<file path="src/rtl/mux_nx1_arb.sv">
// Purpose : N-channel registered mux; channel picked by `sel` (mode=0) or by
//           internal arbitration (mode=1), one word per cycle into a single output register.
// Latency : 1 cycle from input transfer to out_valid; full throughput with out_ready high.
// Backpr. : in_ready (combinational) is driven only when the output register is empty or
//           draining this cycle; a held word is never disturbed by mode/sel changes.
//
// Build option: define MUX_ARB_RR_EN for round-robin arbitration (search starts at ptr and
// wraps upward). Without it, arbitration is fixed priority (lowest index wins) and the
// round-robin pointer does not exist.
//
// Ports:
//   clk, rst_n            clock; synchronous active-low reset
//   in_data/in_valid      CHANNELS packed words (ch c at [c*WIDTH +: WIDTH]) and their valids
//   in_ready              per-channel accept
//   mode, sel             0 = manual (use sel), 1 = arbitrated
//   out_data/out_chan     registered word and the channel that produced it
//   out_valid/out_ready   output handshake
module mux_nx1_arb #(
  parameter int WIDTH    = 8,
  parameter int CHANNELS = 4,
  parameter int SEL_W    = $clog2(CHANNELS)
) (
  input  logic                      clk,
  input  logic                      rst_n,
  input  logic [CHANNELS*WIDTH-1:0] in_data,
  input  logic [CHANNELS-1:0]       in_valid,
  output logic [CHANNELS-1:0]       in_ready,
  input  logic                      mode,
  input  logic [SEL_W-1:0]          sel,
  output logic [WIDTH-1:0]          out_data,
  output logic [SEL_W-1:0]          out_chan,
  output logic                      out_valid,
  input  logic                      out_ready
);

`ifdef MUX_ARB_RR_EN
  logic [SEL_W-1:0] ptr;
`endif

  logic                can_load;
  logic                grant_any;
  logic [SEL_W-1:0]    grant_idx;
  logic [CHANNELS-1:0] grant;
  logic [WIDTH-1:0]    grant_data;
  logic                xfer;

  assign can_load = ~out_valid | out_ready;

  // Encoded grant selection. grant_idx is only meaningful when grant_any is set.
  always_comb begin
    grant_any = 1'b0;
    grant_idx = '0;
    if (!mode) begin
      // Out-of-range select (non-power-of-2 CHANNELS) grants nothing.
      if (int'(sel) < CHANNELS) begin
        grant_any = 1'b1;
        grant_idx = sel;
      end
    end else begin
`ifdef MUX_ARB_RR_EN
      // First valid channel at or above ptr, wrapping modulo CHANNELS.
      for (int i = 0; i < CHANNELS; i++) begin
        if (!grant_any && in_valid[(int'(ptr) + i) % CHANNELS]) begin
          grant_any = 1'b1;
          grant_idx = SEL_W'((int'(ptr) + i) % CHANNELS);
        end
      end
`else
      // Scan downward so the lowest valid index is the last one written.
      for (int i = CHANNELS - 1; i >= 0; i--) begin
        if (in_valid[i]) begin
          grant_any = 1'b1;
          grant_idx = SEL_W'(i);
        end
      end
`endif
    end
  end

  // One-hot expansion and data selection without indexing past CHANNELS-1.
  always_comb begin
    grant      = '0;
    grant_data = '0;
    for (int c = 0; c < CHANNELS; c++) begin
      if (grant_any && int'(grant_idx) == c) begin
        grant[c]   = 1'b1;
        grant_data = in_data[c*WIDTH +: WIDTH];
      end
    end
  end

  assign in_ready = grant & {CHANNELS{can_load & rst_n}};
  assign xfer     = |(in_valid & in_ready);

  always_ff @(posedge clk) begin
    if (!rst_n) begin
      out_valid <= 1'b0;
      out_data  <= '0;
      out_chan  <= '0;
    end else if (xfer) begin
      out_valid <= 1'b1;
      out_data  <= grant_data;
      out_chan  <= grant_idx;
    end else if (out_ready) begin
      out_valid <= 1'b0;
    end
  end

`ifdef MUX_ARB_RR_EN
  // Pointer moves only on arbitrated transfers; manual traffic leaves it alone.
  always_ff @(posedge clk) begin
    if (!rst_n) begin
      ptr <= '0;
    end else if (xfer && mode) begin
      ptr <= (int'(grant_idx) == CHANNELS - 1) ? '0 : grant_idx + SEL_W'(1);
    end
  end
`endif

endmodule

</file>
<file path="config.mk">
export PLATFORM = sky130hd
export DESIGN_NAME = mux_nx1_arb
export DESIGN_NICKNAME = d
export VERILOG_FILES = /design/src/rtl/mux_nx1_arb.sv
export SDC_FILE = /design/constraint.sdc
export NUM_CORES = 1
export LEC_CHECK = 0
export BUFFER_PORTS_ARGS = -buffer_cell sky130_fd_sc_hd__buf_2
export CAP_MARGIN = 20
export CELL_PAD_IN_SITES_DETAIL_PLACEMENT = 1
export CELL_PAD_IN_SITES_GLOBAL_PLACEMENT = 1
export CORE_MARGIN = 8
export CORE_UTILIZATION = 25
export DETAILED_ROUTE_END_ITERATION = 8
export PLACE_DENSITY_LB_ADDON = 0.1
export SKIP_CTS_REPAIR_TIMING = 1
export SYNTH_ARGS = -nofsm -noshare
export SYNTH_HDL_FRONTEND = slang
export SYNTH_SLANG_ARGS = --single-unit
</file>
<file path="constraint.sdc">
create_clock -name clk -period 1.4 [get_ports clk]
set_input_delay 0.28 -clock clk [delete_from_list [all_inputs] [get_ports clk]]
set_output_delay 0.28 -clock clk [all_outputs]
set_load 0.05 [all_outputs]
</file>
==> reports/qor.yml <==
cts.clk_slew.worst_paths_ps: 80
synth_top_family_by_area: "compound AO/OA/AOI/OAI gates"
numCtsBuffers: 3
overflow: 0
hold_slack_ps: 347.4
synth_nets: 129
routed_wl_mm: 3.445
io_buffers: 56
outcome: "complete, but fails checks"
drtIter0Drc: 24
grt_max_degree: 18
violations: "setup timing"
vias: 1051
synth.distinct_cells: 32
cp_slowest_stage_delay_ps: 340
worstPathArrival_ps: 1330
finalCritPeriodShare: 1.148
maxSlewHeadroom: 0.8219
cap_violations: 0
setup_viol: 4
synthXorXnorAreaFrac: 0
synthMuxAreaShare: 0.02443
syn_avg_cell_area_sq_um: 9.420
hpwlAfterDp_mm: 2.766
fin_crit_ps: 1607
die_height_um: 73.26
coreArea_sq_mm: 0.003078
die_x_um: 73.26
antenna_cells: 0
tightest_slew_ps: 262.0
fin_skew_ps: 1.539
setup_ws_ps: -206.9
wire_per_inst_um: 16.97
synth_seq_cells: 11
drcViolationCount: 0
place_ws_ps: -325.0
synth_area_sq_um: 819.5
antenna_left: 0
dp_cells: 199
rsz0062_at_grt: "yes"
synth_ff_type: "dfxtp_1"
dr.pass1.iters: 2
crit_required_ps: 1120
leakagePower_nw: 0.6385
initial_core_util: 0.2663
finalInstanceArea_sq_mm: 0.001420
num-fill-cells: 386
cpMaxStageDelayCell: "dfxtp_4"
dpl_cell_area_sq_mm: 0.001276
grt.total_usage: 0.1230
antenna_found_initial: 0
cts_tree: "yes"
place.gp.congestion: 0.7041
crit_fanout: 6
cts_buffer_depth: 2
via_per_inst: 5.177
max_freq_mhz: 622.3
fin_tns_setup_ps: -816.3
layout-area-overhead-vs-synth_pct: 73.28
cts_sinks: 11
cts_root_buffer: "clkbuf_4"
clk_latency_ps: 270
ir_worst_vdd_uv: 236.4
ys_seq_area_frac: 0.2687
grt_pass1_wl_mm: 5.244
num-nets-final: 202
maxSlewViolCount: 0
synthAdderAreaFrac: 0
critPathLaunchType: "flop"
rows: 20
io_pins: 57
crit_buf_inv: 1
grt_pass1_vias: 1122
synth_compound_area_frac: 0.4443
crit_type: "flop to primary output"
synthCells: 87
synth-edff-count: 0
instances_no_fill: 203
drive_gt1_frac: 0.6541
h-tree-depth: 1
die-area_sq_mm: 0.005366
min_path_type: "input port to flop"
end_kind: "primary output"
hold_viol_final: 0
power_density_mw_per_mm2: 841.7
worstPathCellList: "or2b_4 > and2_4 > and3_4 > buf_6"
critical_path.top_delay_family: "simple AND/OR/NAND/NOR gates"
synth-async-reset-ratio: 0
yosys_warnings: 0
synthSimpleGateAreaFrac: 0.1588
==> worst reg2reg max path: stages (launching register included) <==
cell and delay, ps:
dfxtp_4 340, or2b_4 260, and2_4 160, buf_4 140, a31oi_4 140, o21ai_1 60, and2_1 150
==> kinds of logic after synthesis <==
logic type      count (synthesis)
mux                             2
buf+inv                         9
compound gates                 45
flops                          11
simple gates                   20
==> final cells by class <==
class | count | area, sq um | area share
tap | 44 | 55.05 | 0.03877
multi-input combinational | 67 | 629.4 | 0.4432
sequential | 11 | 224.0 | 0.1577
timing repair buffer | 75 | 478.0 | 0.3366
inverter | 2 | 7.507 | 0.005286
clock buffer | 4 | 26.28 | 0.01850
==> registers in the layout, indices dropped and copies added, names as in the netlist <==
register,flops
out_data,8
out_chan,2
out_valid,1
==> routing by layer <==
metal | GRT usage | up-vias | part of all wire
met5 | 0 | - | 0
met4 | 0.06000 | 0 | 0.016
met3 | 0.04354 | 4 | 0.086
met2 | 0.2075 | 40 | 0.50
met1 | 0.1330 | 499 | 0.40
li1 | - | 508 | -
==> per-stage QoR <==
| step | utilization | total power, W |
|---|---|---|
| finish | 0.4614 | 0.001195 |
| global route | 0.4614 | 0.001267 |
| CTS | 0.4232 | 0.001160 |
| detailed placement | 0.4146 | 0.0009325 |
| global placement | 0.4146 | 0.0009215 |
| floorplan | - | 0.0007344 |
==> synthesized netlist by cell type (3+ instances only) <==
master    number  area (sq um)
dfxtp_1       11         220.2
a31oi_1        3         18.77
buf_6          4         45.04
and3_1         4         25.02
o211ai_1       8         60.06
o31ai_1        8         60.06
a221oi_1      16         140.1
==> final timing paths <==
path                            start                  endpoint  slack, ps  cells after the start
max            out_valid$_SDFFE_PN0P_               in_ready[1]       -210                      4
min                       in_data[12]  out_data[4]$_SDFFE_PN0P_        350                      3
max reg2reg    out_valid$_SDFFE_PN0P_  out_chan[1]$_SDFFE_PN0P_         40                      6
min reg2reg  out_data[7]$_SDFFE_PN0P_  out_data[7]$_SDFFE_PN0P_        500                      2
==> where the power goes <==
| group | internal, W | leakage [nW] | switching [W] |
|---|---|---|---|
| logic | 0.000246 | 0.532 | 0.000354 |
| clock network | 0.000110 | 0.0150 | 0.000114 |
| registers | 0.000351 | 0.0914 | 0.0000197 |
| total | 0.000707 | 0.638 | 0.000488 |
==> placed cells by master, fill, tap and decap left out, types with 2 or more instances in the layout <==
cell / n
a221oi_1: 14
buf_2: 51
a221oi_2: 2
and3_4: 4
nand2b_4: 2
a31oi_4: 2
nand2_1: 2
o31ai_1: 8
dfxtp_1: 10
clkbuf_4: 3
buf_4: 16
o211ai_1: 8
nand2_2: 2
buf_6: 6
Note: power is estimated with default switching activity, not from simulation.
